[src/rtl/load_store_unit_if.sv]
// Pipeline-side and memory-side signals of the load/store unit.
//   master : the load/store unit. It takes the pipeline op, drives the memory request and
//            returns the completion.
//   slave  : the environment, which is the pipeline plus the data memory.
//   ls_*   : pipeline op (valid/we/funct3/addr/wdata in), busy/done/err/rdata out.
//   mem_*  : word-addressed memory port (req/we/addr/be/wdata out), gnt/rvalid/rdata in.
interface load_store_unit_if;
    logic        ls_valid;
    logic        ls_we;
    logic [2:0]  ls_funct3;
    logic [31:0] ls_addr;
    logic [31:0] ls_wdata;
    logic        ls_busy;
    logic        ls_done;
    logic        ls_err;
    logic [31:0] ls_rdata;
    logic        mem_req;
    logic        mem_we;
    logic [31:0] mem_addr;
    logic [3:0]  mem_be;
    logic [31:0] mem_wdata;
    logic        mem_gnt;
    logic        mem_rvalid;
    logic [31:0] mem_rdata;

    modport master (
        input  ls_valid, ls_we, ls_funct3, ls_addr, ls_wdata,
        input  mem_gnt, mem_rvalid, mem_rdata,
        output ls_busy, ls_done, ls_err, ls_rdata,
        output mem_req, mem_we, mem_addr, mem_be, mem_wdata
    );

    modport slave (
        output ls_valid, ls_we, ls_funct3, ls_addr, ls_wdata,
        output mem_gnt, mem_rvalid, mem_rdata,
        input  ls_busy, ls_done, ls_err, ls_rdata,
        input  mem_req, mem_we, mem_addr, mem_be, mem_wdata
    );
endinterface

[src/rtl/load_store_unit.sv]
// MEM-stage load/store initiator for a word-addressed data memory with a req/gnt + rvalid handshake.
// Ports:
//   clk, rst_n : clock and asynchronous active-low reset
//   bus        : load_store_unit_if.master. It carries the pipeline op and completion (ls_*)
//                and the memory request and response (mem_*).
// Every output is registered.
module load_store_unit #(
    parameter int unsigned TIMEOUT = 16
) (
    input  logic                    clk,
    input  logic                    rst_n,
    load_store_unit_if.master       bus
);

    // The counter only has to reach TIMEOUT-2, the value it holds on the terminal cycle.
    localparam int unsigned CNT_W = (TIMEOUT > 2) ? $clog2(TIMEOUT - 1) : 1;

    typedef enum logic [1:0] {
        S_IDLE   = 2'd0,
        S_REQ    = 2'd1,
        S_WAIT_R = 2'd2,
        S_ERR    = 2'd3
    } state_e;

    state_e             state_q, state_d;
    logic [CNT_W-1:0]   cnt_q, cnt_d;
    logic               op_we_q, op_we_d;
    logic [2:0]         op_f3_q, op_f3_d;
    logic [1:0]         op_off_q, op_off_d;

    logic               ls_busy_q, ls_busy_d;
    logic               ls_done_q, ls_done_d;
    logic               ls_err_q, ls_err_d;
    logic [31:0]        ls_rdata_q, ls_rdata_d;
    logic               mem_req_q, mem_req_d;
    logic               mem_we_q, mem_we_d;
    logic [31:0]        mem_addr_q, mem_addr_d;
    logic [3:0]         mem_be_q, mem_be_d;
    logic [31:0]        mem_wdata_q, mem_wdata_d;

    logic               bad_op;
    logic [3:0]         be_new;
    logic [31:0]        wdata_new;
    logic [31:0]        load_data;
    logic [7:0]         rd_byte;
    logic [15:0]        rd_half;
    logic               terminal;

    // Decode the incoming op: legality, byte enables and lane-replicated store data.
    always_comb begin
        bad_op    = 1'b0;
        be_new    = 4'b1111;
        wdata_new = bus.ls_wdata;
        unique case (bus.ls_funct3[1:0])
            2'b00: begin
                be_new    = 4'b0001 << bus.ls_addr[1:0];
                wdata_new = {4{bus.ls_wdata[7:0]}};
            end
            2'b01: begin
                be_new    = 4'b0011 << {bus.ls_addr[1], 1'b0};
                wdata_new = {2{bus.ls_wdata[15:0]}};
                bad_op    = bus.ls_addr[0];
            end
            2'b10: bad_op = (bus.ls_addr[1:0] != 2'b00);
            default: bad_op = 1'b1;
        endcase
        // BU/HU exist only for loads; 110 and 111 are not access widths at all.
        if (bus.ls_funct3[2] && (bus.ls_we || bus.ls_funct3[1]))
            bad_op = 1'b1;
    end

    // Select the lane of the returned word and extend it.
    always_comb begin
        rd_byte = bus.mem_rdata[{op_off_q, 3'b000} +: 8];
        rd_half = bus.mem_rdata[{op_off_q[1], 4'b0000} +: 16];
        unique case (op_f3_q)
            3'b000:  load_data = {{24{rd_byte[7]}}, rd_byte};
            3'b100:  load_data = {24'd0, rd_byte};
            3'b001:  load_data = {{16{rd_half[15]}}, rd_half};
            3'b101:  load_data = {16'd0, rd_half};
            default: load_data = bus.mem_rdata;
        endcase
    end

    // The terminal cycle is the one in which the counter would step to TIMEOUT-1.
    assign terminal = (cnt_q == CNT_W'(TIMEOUT - 2));

    // Next-state and next-output logic.
    always_comb begin
        state_d     = state_q;
        cnt_d       = cnt_q;
        op_we_d     = op_we_q;
        op_f3_d     = op_f3_q;
        op_off_d    = op_off_q;
        ls_done_d   = 1'b0;
        ls_err_d    = 1'b0;
        ls_rdata_d  = ls_rdata_q;
        mem_req_d   = mem_req_q;
        mem_we_d    = mem_we_q;
        mem_addr_d  = mem_addr_q;
        mem_be_d    = mem_be_q;
        mem_wdata_d = mem_wdata_q;

        unique case (state_q)
            S_IDLE: begin
                // The done cycle itself never accepts, because the op is still presented then.
                if (bus.ls_valid && !ls_done_q) begin
                    cnt_d    = '0;
                    op_we_d  = bus.ls_we;
                    op_f3_d  = bus.ls_funct3;
                    op_off_d = bus.ls_addr[1:0];
                    if (bad_op) begin
                        state_d    = S_ERR;
                        ls_done_d  = 1'b1;
                        ls_err_d   = 1'b1;
                        ls_rdata_d = '0;
                    end else begin
                        state_d     = S_REQ;
                        mem_req_d   = 1'b1;
                        mem_we_d    = bus.ls_we;
                        mem_addr_d  = {bus.ls_addr[31:2], 2'b00};
                        mem_be_d    = be_new;
                        mem_wdata_d = wdata_new;
                    end
                end
            end
            S_ERR: state_d = S_IDLE;
            S_REQ: begin
                cnt_d = cnt_q + CNT_W'(1);
                if (bus.mem_gnt || terminal) begin
                    mem_req_d   = 1'b0;
                    mem_we_d    = 1'b0;
                    mem_addr_d  = '0;
                    mem_be_d    = '0;
                    mem_wdata_d = '0;
                end
                if (bus.mem_gnt) begin
                    if (op_we_q) begin
                        state_d    = S_IDLE;
                        ls_done_d  = 1'b1;
                        ls_rdata_d = '0;
                    end else begin
                        state_d = S_WAIT_R;
                    end
                end else if (terminal) begin
                    state_d    = S_IDLE;
                    ls_done_d  = 1'b1;
                    ls_err_d   = 1'b1;
                    ls_rdata_d = '0;
                end
            end
            S_WAIT_R: begin
                cnt_d = cnt_q + CNT_W'(1);
                if (bus.mem_rvalid) begin
                    state_d    = S_IDLE;
                    ls_done_d  = 1'b1;
                    ls_rdata_d = load_data;
                end else if (terminal) begin
                    state_d    = S_IDLE;
                    ls_done_d  = 1'b1;
                    ls_err_d   = 1'b1;
                    ls_rdata_d = '0;
                end
            end
            default: state_d = S_IDLE;
        endcase

        ls_busy_d = (state_d != S_IDLE);
    end

    // State and output registers.
    always_ff @(posedge clk or negedge rst_n) begin
        if (!rst_n) begin
            state_q     <= S_IDLE;
            cnt_q       <= '0;
            op_we_q     <= 1'b0;
            op_f3_q     <= '0;
            op_off_q    <= '0;
            ls_busy_q   <= 1'b0;
            ls_done_q   <= 1'b0;
            ls_err_q    <= 1'b0;
            ls_rdata_q  <= '0;
            mem_req_q   <= 1'b0;
            mem_we_q    <= 1'b0;
            mem_addr_q  <= '0;
            mem_be_q    <= '0;
            mem_wdata_q <= '0;
        end else begin
            state_q     <= state_d;
            cnt_q       <= cnt_d;
            op_we_q     <= op_we_d;
            op_f3_q     <= op_f3_d;
            op_off_q    <= op_off_d;
            ls_busy_q   <= ls_busy_d;
            ls_done_q   <= ls_done_d;
            ls_err_q    <= ls_err_d;
            ls_rdata_q  <= ls_rdata_d;
            mem_req_q   <= mem_req_d;
            mem_we_q    <= mem_we_d;
            mem_addr_q  <= mem_addr_d;
            mem_be_q    <= mem_be_d;
            mem_wdata_q <= mem_wdata_d;
        end
    end

    assign bus.ls_busy   = ls_busy_q;
    assign bus.ls_done   = ls_done_q;
    assign bus.ls_err    = ls_err_q;
    assign bus.ls_rdata  = ls_rdata_q;
    assign bus.mem_req   = mem_req_q;
    assign bus.mem_we    = mem_we_q;
    assign bus.mem_addr  = mem_addr_q;
    assign bus.mem_be    = mem_be_q;
    assign bus.mem_wdata = mem_wdata_q;

endmodule

[src/flat_wrapper.sv]
// flat-port wrapper written by rule: the top's interface ports become plain ports
module load_store_unit_flat 
#(
    parameter int unsigned TIMEOUT = 16
)
  (clk, rst_n, bus_ls_valid, bus_ls_we, bus_ls_funct3, bus_ls_addr, bus_ls_wdata, bus_mem_gnt, bus_mem_rvalid, bus_mem_rdata, bus_ls_busy, bus_ls_done, bus_ls_err, bus_ls_rdata, bus_mem_req, bus_mem_we, bus_mem_addr, bus_mem_be, bus_mem_wdata);
  load_store_unit_if bus_i ();
  input  logic clk;
  input  logic rst_n;
  input wire logic [$bits(bus_i.ls_valid)-1:0] bus_ls_valid;
  input wire logic [$bits(bus_i.ls_we)-1:0] bus_ls_we;
  input wire logic [$bits(bus_i.ls_funct3)-1:0] bus_ls_funct3;
  input wire logic [$bits(bus_i.ls_addr)-1:0] bus_ls_addr;
  input wire logic [$bits(bus_i.ls_wdata)-1:0] bus_ls_wdata;
  input wire logic [$bits(bus_i.mem_gnt)-1:0] bus_mem_gnt;
  input wire logic [$bits(bus_i.mem_rvalid)-1:0] bus_mem_rvalid;
  input wire logic [$bits(bus_i.mem_rdata)-1:0] bus_mem_rdata;
  output wire logic [$bits(bus_i.ls_busy)-1:0] bus_ls_busy;
  output wire logic [$bits(bus_i.ls_done)-1:0] bus_ls_done;
  output wire logic [$bits(bus_i.ls_err)-1:0] bus_ls_err;
  output wire logic [$bits(bus_i.ls_rdata)-1:0] bus_ls_rdata;
  output wire logic [$bits(bus_i.mem_req)-1:0] bus_mem_req;
  output wire logic [$bits(bus_i.mem_we)-1:0] bus_mem_we;
  output wire logic [$bits(bus_i.mem_addr)-1:0] bus_mem_addr;
  output wire logic [$bits(bus_i.mem_be)-1:0] bus_mem_be;
  output wire logic [$bits(bus_i.mem_wdata)-1:0] bus_mem_wdata;
  assign bus_i.ls_valid = bus_ls_valid;
  assign bus_i.ls_we = bus_ls_we;
  assign bus_i.ls_funct3 = bus_ls_funct3;
  assign bus_i.ls_addr = bus_ls_addr;
  assign bus_i.ls_wdata = bus_ls_wdata;
  assign bus_i.mem_gnt = bus_mem_gnt;
  assign bus_i.mem_rvalid = bus_mem_rvalid;
  assign bus_i.mem_rdata = bus_mem_rdata;
  assign bus_ls_busy = bus_i.ls_busy;
  assign bus_ls_done = bus_i.ls_done;
  assign bus_ls_err = bus_i.ls_err;
  assign bus_ls_rdata = bus_i.ls_rdata;
  assign bus_mem_req = bus_i.mem_req;
  assign bus_mem_we = bus_i.mem_we;
  assign bus_mem_addr = bus_i.mem_addr;
  assign bus_mem_be = bus_i.mem_be;
  assign bus_mem_wdata = bus_i.mem_wdata;
  load_store_unit #(.TIMEOUT(TIMEOUT)) u_core (.clk(clk), .rst_n(rst_n), .bus(bus_i));
endmodule
[config.mk]
export PLATFORM = sky130hd
export DESIGN_NAME = load_store_unit_flat
export DESIGN_NICKNAME = d
export VERILOG_FILES = /design/src/rtl/load_store_unit_if.sv /design/src/rtl/load_store_unit.sv /design/src/flat_wrapper.sv
export SDC_FILE = /design/constraint.sdc
export NUM_CORES = 1
export LEC_CHECK = 0
export BUFFER_PORTS_ARGS = -buffer_cell sky130_fd_sc_hd__buf_2
export CORE_ASPECT_RATIO = 0.6
export CORE_MARGIN = 2
export CORE_UTILIZATION = 45
export DETAILED_ROUTE_END_ITERATION = 8
export PLACE_DENSITY = 0.77
export SLEW_MARGIN = 10
export SYNTH_ARGS = -nofsm -noshare
export SYNTH_HDL_FRONTEND = slang
export SYNTH_SLANG_ARGS = --single-unit
export TNS_END_PERCENT = 100
[constraint.sdc]
create_clock -name clk -period 2 [get_ports clk]
set_input_delay 0.2 -clock clk [delete_from_list [all_inputs] [get_ports clk]]
set_output_delay 0.2 -clock clk [all_outputs]
set_load 0.02 [all_outputs]
==> results of run 1 <==
[flip-flops by register name (all words and copies together), names as in the netlist, 2 cells and up]
| name | cells |
|---|---|
| u_core.bus.mem_wdata | 32 |
| u_core.op_f3_q | 3 |
| u_core.op_off_q | 2 |
| u_core.cnt_q | 4 |
| u_core.bus.ls_rdata | 32 |
| u_core.bus.mem_addr | 30 |
| u_core.bus.mem_be | 4 |
| u_core.state_q | 2 |
[power by group]
part	switching, uW	internal, uW
clock network	1090	1820
logic	3190	2110
registers	586	3170
total	4860	7090
[synthesized netlist by cell type, types with 3 or more instances]
master     number
dfrtp_1       115
o2bb2ai_1      58
a22o_1         50
mux2i_1        35
o21ai_0        33
nand2_1        26
clkbuf_1       18
a21boi_0       15
buf_2          13
o22ai_1         9
inv_1           8
a21oi_1         7
ha_1            7
nand2b_1        7
nor2_1          7
nor2b_1         7
a22oi_1         5
mux2_2          5
nand3_1         5
o21bai_1        5
buf_1           4
mux4_2          3
o221ai_1        3
o31ai_1         3
or2_2           3
[final timing paths]
| path | startpoint | to | slack (ns) | cells after the start |
|---|---|---|---|---|
| setup / recovery | u_core.op_off_q[1] | u_core.bus.ls_rdata[19] | 0.08 | 5 |
| hold / removal | bus_ls_addr[9] | u_core.bus.mem_addr[9] | 0.01 | 2 |
| setup reg to reg | u_core.op_off_q[1] | u_core.bus.ls_rdata[19] | 0.08 | 5 |
| hold reg to reg | u_core.bus.mem_req | u_core.bus.mem_req | 0.48 | 1 |
| max in group asynchronous | rst_n | u_core.bus.mem_wdata[27] | 1.14 | 3 |
| min in group asynchronous | rst_n | u_core.bus.mem_addr[29] | 0.27 | 2 |
[layer usage]
| metal | track usage, % | up-vias |
|---|---|---|
| li1 | - | 2299 |
| met1 | 36.48 | 2468 |
| met2 | 38.73 | 245 |
| met4 | 8.981 | 0 |
| met5 | 0 | - |
| met3 | 5.533 | 33 |
[timing repair]
item,4_1_cts,5_1_grt
hold buffers,12,0
buffers inserted,0,2
endpoints found under the setup margin,0,80
hold endpoints to repair,37,0
gates resized for setup,0,3
[placed cells by master, fill, tap and decap left out, types with 2 or more instances in the layout]
cell type / count
a21o_1: 2
clkinv_2: 6
mux2i_1: 35
nand2b_1: 7
a22oi_1: 5
nand2_1: 26
buf_12: 6
o22ai_1: 9
o31ai_1: 3
mux2_2: 5
conb_1: 2
clkbuf_16: 17
inv_6: 2
dfrtp_1: 115
nand3b_1: 2
inv_1: 7
a31oi_1: 2
o21bai_1: 5
nor2b_1: 7
a22o_1: 50
nand3_1: 4
o221ai_1: 3
and3_1: 2
a21oi_1: 7
dlygate4sd3_1: 12
buf_4: 23
o2bb2ai_1: 58
o211ai_1: 2
ha_1: 7
buf_2: 206
bufinv_16: 2
a21boi_0: 15
o21ai_0: 33
mux4_2: 3
nor2_1: 7
clkinvlp_4: 3
or2_2: 3
[critical path, cell delays in order (launching register included)]
cell and delay [ns]:
dfrtp_1 0.39, mux4_2 0.55, a221o_1 0.38, o211ai_2 0.21, buf_12 0.18, o2bb2ai_1 0.08
[stage by stage]
step,hold WS (ns),std cells,util (%),power [uW],instance area [um2]
2_1_floorplan,-0.09559,477,-,6997,5514
3_3_place_gp,0.1399,838,57.34,8748,6873
3_5_place_dp,0.1500,838,57.34,8916,6873
4_1_cts,0.0003797,881,63.05,11920,7557
5_1_grt,0.009649,883,63.28,12600,7585
6_report,0.01094,883,63.28,11960,7585
[cell type report]
cell class                      count  area, um2  area share, %
Clock buffer                       17      425.4          5.609
Sequential cell                   115       2878          37.94
Tap cell                          165      206.4          2.722
Clock inverter                     14      138.9          1.831
Timing Repair Buffer              247       1444          19.04
Multi-Input combinational cell    317       2462          32.46
Inverter                            8      30.03         0.3959
[cell families after synthesis]
logic type,share of synthesized area (%)
buffers and inverters,3.497
AND/OR/NAND/NOR,5.563
other,0.06805
multiplexers,8.606
flip-flops,52.23
AO/OA/AOI/OAI,28.45
adder cells (fa/ha/maj),1.589
==> results.sh, run 1 <==
export IMPL_netlist_instances=476
export IMPL_final_period_utilization_pct=96.13
export IMPL_peakVddDrop_mv=0.8190
export IMPL_row_count=31
export IMPL_grt_max_degree=47
export IMPL_synthArstFlopShare_pct=100.0
export IMPL_start_util_pct=45.98
export IMPL_p_leak_uw=0.003892
export IMPL_setup_slack_ns=0.07746
export IMPL_die_area_um2=13180
export IMPL_synth_distinct_cells=43
export IMPL_fin_skew_ns=0.008843
export IMPL_wl_per_cell_um=18.85
export IMPL_post_synth_top_area_cell="dfrtp_1"
export IMPL_clockBufferDepth=2
export IMPL_status="complete, no violations"
export IMPL_tns_ns=0
export IMPL_gp_congestion=0.9645
export IMPL_die_w_um=146.9
export IMPL_min_period_ns=1.923
export IMPL_fillCellCount=974
export IMPL_drt_met1_wl_um=7458
export IMPL_grt_pass1_wl_um=26790
export IMPL_grt_pass1_vias=4994
export IMPL_place_ws_ns=0.02852
export IMPL_cts_root_buf="clkbuf_16"
export IMPL_slew_headroom_pct=65.29
export IMPL_routed_wl_um=16640
export IMPL_avgViaCountPerCell=5.713
export IMPL_track_usage_pct=25.56
export IMPL_cts_buffers_inserted=17
export IMPL_wl_met2_um=7661
export IMPL_synthFlopType="dfrtp_1"
export IMPL_setup_viol=0
export IMPL_arrival_ns=2.19
export IMPL_start_kind="register"
export IMPL_antenna_cells=0
export IMPL_firstDrtPassIters=6
export IMPL_critical_path_required_ns=2.27
export IMPL_final_nets=818
export IMPL_dpl_hpwl_um=11850
export IMPL_synth_area_top_cells="dfrtp_1, o2bb2ai_1, a22o_1"
export IMPL_crit_type="reg2reg"
export IMPL_drive_gt1_share_pct=39.83
export IMPL_hold_viol_final=0
export IMPL_synth_enable_flop_cells=0
export IMPL_clk_latency_ns=0.41
export IMPL_critPathCaptureType="register"
export IMPL_fmax_mhz=520.1
export IMPL_syn_area_per_cell_um2=11.58
export IMPL_antenna_found_initial=0
export IMPL_slew_violations=0
export IMPL_design_portCount=210
export IMPL_htreeDepth=4
export IMPL_routed_wl_met3_um=1212
export IMPL_cts_tree="done"
export IMPL_netlist_area_um2=5510
export IMPL_dieHeight_um=89.72
export IMPL_drt_iter0_drc=395
export IMPL_path_max_fanout=15
export IMPL_ant_nets=0
export IMPL_powerDensity_nw_per_um2=1576
export IMPL_clk_pin_slew_ns=0.06
export IMPL_ys_seq_area_share_pct=52.23
export IMPL_drc=0
export IMPL_max_slew_worst_pin_slew_ns=0.5152
export IMPL_clock_sinks=115
export IMPL_grt_overflow=0
export IMPL_area_growth_pct=37.65
export IMPL_synth_top_area_share_pct=52.23
export IMPL_hp_class="in2reg"
export IMPL_drv_cap=0
export IMPL_synth_seq_cells=115
export IMPL_port_buffers=207
export IMPL_ys_warn_count=0
export IMPL_routed_top_layer="met4"
export IMPL_coreArea_um2=11990
export IMPL_vias=5045
Note: power is estimated with default switching activity, not from simulation.
==> inputs of run 2 (changes only) <==
==> constraint.sdc (replaced) <==
create_clock -name clk -period 1.63 [get_ports clk]
set_input_delay 0.163 -clock clk [delete_from_list [all_inputs] [get_ports clk]]
set_output_delay 0.163 -clock clk [all_outputs]
set_load 0.02 [all_outputs]
==> run 2 against run 1 <==
Net effect: the flow now finishes with violations (negative setup slack); worst hold slack gained 0.011 ns; sequential cell count is the same; clock power grew 31%; sequential power grew 23%; die area is the same; clock skew shrank 0.0026 ns; global-route usage grew 1.4 points; first-iteration DRC count shrank 4.1%; sequential share of layout area shrank 4.1 points; combinational power grew 54%; setup slack lost 0.31 ns.
==> results.sh, run 2 (synthesized netlist as in run 1, its figures left out) <==
export IMPL_crit_type="reg2reg"
export IMPL_placedCellCount=868
export IMPL_final_cells=947
export IMPL_design_portCount=210
export IMPL_start_util_pct=45.98
export IMPL_slew_headroom_pct=55.18
export IMPL_cts_buffers_inserted=17
export IMPL_grt_pass1_wl_um=28060
export IMPL_start_kind="register"
export IMPL_clock_sinks=115
export IMPL_critPathCaptureType="register"
export IMPL_clockBufferDepth=2
export IMPL_cp_slowest_stage_delay_ns=0.49
export IMPL_final_common_cell="buf_2"
export IMPL_dpl_hpwl_um=11980
export IMPL_fin_hold_ws_ns=0.02186
export IMPL_path_max_fanout=19
export IMPL_grt_max_degree=116
export IMPL_vias=5363
export IMPL_peakVddDrop_mv=1.099
export IMPL_htreeDepth=4
export IMPL_hp_class="in2reg"
export IMPL_violations="negative setup slack"
export IMPL_firstDrtPassIters=5
export IMPL_powerDensity_nw_per_um2=1950
export IMPL_status="complete, but fails checks"
export IMPL_max_slew_worst_pin_slew_ns=0.6724
export IMPL_drive_gt1_share_pct=45.90
export IMPL_slew_violations=0
export IMPL_final_cell_mix="buf_2, dfrtp_1, buf_4"
export IMPL_port_buffers=207
export IMPL_final_nets=879
export IMPL_row_count=31
export IMPL_fmax_mhz=536.3
export IMPL_track_usage_pct=26.95
export IMPL_min_period_ns=1.865
export IMPL_die_area_um2=13180
export IMPL_setup_viol=100
export IMPL_ant_nets=0
export IMPL_grt_pass1_vias=5309
export IMPL_place_ws_ns=-0.2350
export IMPL_cts_root_buf="clkbuf_16"
export IMPL_antenna_found_initial=2
export IMPL_fin_skew_ns=0.006225
export IMPL_cts_tree="done"
export IMPL_wl_per_cell_um=19.59
export IMPL_grt_overflow=0
export IMPL_drv_cap=0
export IMPL_avgViaCountPerCell=5.663
export IMPL_final_period_utilization_pct=114.4
export IMPL_drc=0
export IMPL_arrival_ns=2.15
export IMPL_area_growth_pct=54.20
export IMPL_clk_latency_ns=0.41
export IMPL_die_w_um=146.9
export IMPL_coreArea_um2=11990
export IMPL_crit_chain="ha_2, nor2b_1, a221o_2, clkbuf_16, a22o_1"
export IMPL_hold_viol_final=0
export IMPL_gp_congestion=0.9486
export IMPL_p_leak_uw=0.004272
export IMPL_setup_slack_ns=-0.2346
export IMPL_clk_pin_slew_ns=0.06
export IMPL_slowest_stage="a221o_2"
export IMPL_dieHeight_um=89.72
export IMPL_rsz0062_at_grt="true"
export IMPL_critical_path_required_ns=1.92
export IMPL_drt_iter0_drc=379
export IMPL_routed_wl_um=18550
==> run 2: repair_timing <==
| action | 4_1_cts | 5_1_grt |
|---|---|---|
| hold endpoints to repair | 145 | 0 |
| hold buffers | 31 | 0 |
| setup endpoints to repair | 101 | 102 |
| cloned | 2 | 3 |
| pin swaps | 24 | 8 |
| gates resized for setup | 27 | 16 |
| buffers inserted | 5 | 4 |
==> run 2: final cells by class <==
| type | instances | area (um2) |
|---|---|---|
| fillers | 848 | 3488 |
| repair buffers | 308 | 2062 |
| diodes | 2 | 5.005 |
| clock buffers | 18 | 429.2 |
| well taps | 165 | 206.4 |
| flip-flops and latches | 115 | 2878 |
| inverters | 8 | 30.03 |
| multi-input cells | 317 | 2709 |
| clock inverters | 14 | 177.7 |
==> run 2: through the flow <==
stage	TNS [ns]	instance area [um2]	total power, uW	utilization [%]
global placement	-9.583	7133	11210	59.52
CTS	-11.46	8283	15770	69.11
floorplan	-12.42	5588	8783	-
global route	-24.13	8497	17340	70.89
finish	-18.88	8497	16570	70.89
detailed placement	-17.33	7133	11390	59.52
==> run 2: power breakdown <==
group          total [uW]  internal (uW)  switching (uW)  leakage (uW)
clock network        3820           2420            1400      0.000284
logic                8150           3580            4580       0.00243
registers            4600           3890             713       0.00155
==> run 2: worst paths after layout <==
check / start / endpoint / slack (ns) / cells past startpoint
hold reg to reg: u_core.bus.mem_req / u_core.bus.mem_req / 0.48 / 1
hold / removal: bus_ls_wdata[0] / u_core.bus.mem_wdata[0] / 0.02 / 2
setup / recovery: u_core.state_q[0] / u_core.bus.mem_addr[8] / -0.23 / 5
min in group asynchronous: rst_n / u_core.bus.ls_rdata[5] / 0.32 / 3
max in group asynchronous: rst_n / u_core.cnt_q[2] / 0.75 / 3
setup reg to reg: u_core.state_q[0] / u_core.bus.mem_addr[8] / -0.23 / 5
==> run 2: per-layer routing <==
| layer | share of wire [%] | up-vias | GRT usage, % |
|---|---|---|---|
| met3 | 7.7 | 37 | 6.447 |
| met5 | 0 | - | 0 |
| li1 | - | 2428 | - |
| met1 | 44 | 2641 | 37.45 |
| met4 | 2.4 | 0 | 10.76 |
| met2 | 46 | 257 | 41.00 |
==> run 2: critical path, delay by kind of cell (launching register included) <==
kind                     cells  cell delay, ns
flip-flops                   1            0.41
adder cells (fa/ha/maj)      1            0.23
AO/OA/AOI/OAI                2            0.73
AND/OR/NAND/NOR              1            0.16
buffers and inverters        1            0.22
==> inputs of run 3 (changes only) <==
--- a/config.mk
+++ b/config.mk
@@ -9,9 +9,9 @@
 export CORE_ASPECT_RATIO = 0.6
 export CORE_MARGIN = 2
 export CORE_UTILIZATION = 45
+export CTS_BUF_LIST = sky130_fd_sc_hd__clkbuf_16
 export DETAILED_ROUTE_END_ITERATION = 8
 export PLACE_DENSITY = 0.77
-export SLEW_MARGIN = 10
 export SYNTH_ARGS = -nofsm -noshare
 export SYNTH_HDL_FRONTEND = slang
 export SYNTH_SLANG_ARGS = --single-unit
==> constraint.sdc (replaced) <==
create_clock -name clk -period 1.6 [get_ports clk]
set_input_delay 0.16 -clock clk [delete_from_list [all_inputs] [get_ports clk]]
set_output_delay 0.16 -clock clk [all_outputs]
set_load 0.02 [all_outputs]
==> run 3 against run 2 <==
Net effect: the run still ends with negative setup slack left; worst hold slack got worse by 0.0013 ns; utilization increased by 3.2 points; register-to-register slack worse by 0.09 ns; sequential share of layout area shrank 1.5 points; die area is the same; clock power is 1% lower; clock-buffer cell count fell by 1; final cell count up 0.53%; non-clock buffer count increased by 6; critical path type unchanged; cell area rose by 4.5%; combinational power grew 9.0%; clock skew up 0.0027 ns.
==> results.sh, run 3 (synthesized netlist as in run 1, its figures left out) <==
export IMPL_start_kind="register"
export IMPL_p_int_uw=10130
export IMPL_setup_slack_ns=-0.3222
export IMPL_port_buffers=207
export IMPL_die_w_um=146.9
export IMPL_final_period_utilization_pct=120.1
export IMPL_crit_type="reg2reg"
export IMPL_whs_path_depth=2
export IMPL_r2r_end="u_core.bus.ls_rdata[30]"
export IMPL_clock_sinks=115
export IMPL_routed_wl_um=20590
export IMPL_vias=5572
export IMPL_htreeDepth=4
export IMPL_r2r_cells=8
export IMPL_cts_tree="done"
export IMPL_avgViaCountPerCell=5.853
export IMPL_row_count=31
export IMPL_drt_iter0_drc=619
export IMPL_powerDensity_nw_per_um2=1964
export IMPL_p_leak_uw=0.004387
export IMPL_gp_congestion=0.9524
export IMPL_power_frac_comb_pct=50.9
export IMPL_drv_cap=0
export IMPL_reg2reg_from="u_core.state_q[1]"
export IMPL_dieHeight_um=89.72
export IMPL_holdPathEnd="u_core.bus.mem_wdata[3]"
export IMPL_path_max_fanout=15
export IMPL_hp_class="in2reg"
export IMPL_arrival_ns=2.25
export IMPL_clockPowerShare_pct=21.7
export IMPL_firstDrtPassIters=6
export IMPL_hold_start="bus_ls_wdata[3]"
export IMPL_grt_pass1_wl_um=29730
export IMPL_setup_viol=103
export IMPL_fmax_mhz=520.2
export IMPL_grt_max_degree=51
export IMPL_hold_viol_final=0
export IMPL_peakVddDrop_mv=0.9767
export IMPL_drc=0
export IMPL_clockBufferDepth=2
export IMPL_fin_skew_ns=0.008897
export IMPL_status="complete, but fails checks"
export IMPL_p_sw_uw=7311
export IMPL_grt_pass1_vias=5544
export IMPL_coreArea_um2=11990
export IMPL_rsz0062_at_grt="true"
export IMPL_final_common_cell="buf_2"
export IMPL_p_seq_share_pct=27.4
export IMPL_dpl_hpwl_um=11800
export IMPL_start_util_pct=45.98
export IMPL_final_nets=885
export IMPL_clk_pin_slew_ns=0.06
export IMPL_clk_latency_ns=0.41
export IMPL_cts_buffers_inserted=17
export IMPL_startpoint="u_core.state_q[1]"
export IMPL_wl_per_cell_um=21.63
export IMPL_grt_overflow=0
export IMPL_slew_violations=0
export IMPL_swShare_pct=41.91
export IMPL_critPathCaptureType="register"
export IMPL_tns_ns=-26.62
export IMPL_cts_root_buf="clkbuf_16"
export IMPL_critical_path_required_ns=1.93
export IMPL_min_period_ns=1.922
export IMPL_design_portCount=210
export IMPL_antenna_found_initial=1
export IMPL_ant_nets=0
export IMPL_fillCellCount=727
export IMPL_violations="negative setup slack"
export IMPL_final_area_um2=8881
export IMPL_die_area_um2=13180
export IMPL_r2r_slack_ns=-0.32
export IMPL_area_growth_pct=61.17
export IMPL_postPlaceCellArea_um2=7173
export IMPL_final_cells=952
export IMPL_placedCellCount=870
export IMPL_drive_gt1_share_pct=49.36
export IMPL_track_usage_pct=28.57
export IMPL_final_cell_mix="buf_2, dfrtp_1, a22o_1, buf_4, mux2i_1"
-- run 3: changes by cell type in the layout (fill, tap and decap cells not counted), sizes merged --
| cell | previous run | this run |
|---|---|---|
| bufinv | 3 | 2 |
| bufbuf | 1 | 0 |
| buf | 273 | 278 |
| clkbuf | 21 | 22 |
| clkinv | 4 | 5 |
| clkinvlp | 4 | 3 |
| inv | 11 | 13 |
| diode | 2 | 1 |
-- run 3: worst max path at each step --
stage / to / slack, ns / depth (start not counted)
3_5_place_dp: u_core.bus.mem_addr[7] / -0.24 / 7
4_1_cts: u_core.bus.ls_rdata[30] / -0.24 / 5
6_report: u_core.bus.ls_rdata[30] / -0.32 / 8
3_3_place_gp: u_core.bus.ls_rdata[1] / -0.19 / 7
5_1_grt: u_core.bus.ls_rdata[31] / -0.34 / 8
2_1_floorplan: u_core.bus.mem_addr[20] / -0.21 / 7
-- run 3: final cells by class --
cell class	instances	area [um2]	share of cell area, %
Antenna cell	1	2.502	0.02818
Clock buffer	17	425.4	4.790
Sequential cell	115	2878	32.40
Multi-Input combinational cell	317	2998	33.76
Inverter	8	30.03	0.3381
Tap cell	165	206.4	2.325
Clock inverter	15	156.4	1.761
Timing Repair Buffer	314	2185	24.60
-- run 3: power by group through the flow --
stage | Combinational, uW | Clock, uW | Sequential, uW
global route | 9340 | 3930 | 4890
CTS | 7890 | 3770 | 4650
global placement | 6820 | 0 | 4580
floorplan | 3220 | 0 | 5730
finish | 8880 | 3780 | 4790
detailed placement | 6990 | 0 | 4620
-- run 3: routing by layer --
metal	track usage, %	share of wire, %	wire length [um]	vias to the layer above
li1	-	-	-	2433
met1	40.19	43	8787	2732
met2	43.78	45	9246	343
met3	6.954	9.5	1953	64
met4	9.547	2.9	606	0
met5	0	0	0	-
-- run 3: repair_timing --
| item | in CTS | in global routing |
|---|---|---|
| hold endpoints to repair | 60 | 0 |
| pin swaps | 24 | 21 |
| hold buffers | 31 | 0 |
| setup buffers | 12 | 1 |
| setup endpoints to repair | 105 | 105 |
| gates cloned | 3 | 6 |
| resized for setup | 48 | 48 |
-- run 3: metrics by stage --
step	hold WS, ns	power [uW]	setup WS, ns	utilization (%)
final	0.02051	17440	-0.3222	74.10
after global routing	0.03491	18160	-0.3434	74.10
after CTS	0.02066	16310	-0.2398	70.26
after detailed placement	0.1273	11610	-0.2380	59.85
after global placement	0.1176	11400	-0.1909	59.85
after floorplan	-0.1356	8948	-0.2071	-
-- run 3: critical path, stage by stage (launching register included) --
cell and delay, ns:
dfrtp_1 0.40, inv_2 0.12, ha_4 0.16, nand3b_1 0.15, buf_6 0.18, o31ai_4 0.30
o211ai_2 0.18, buf_12 0.18, o2bb2ai_1 0.17
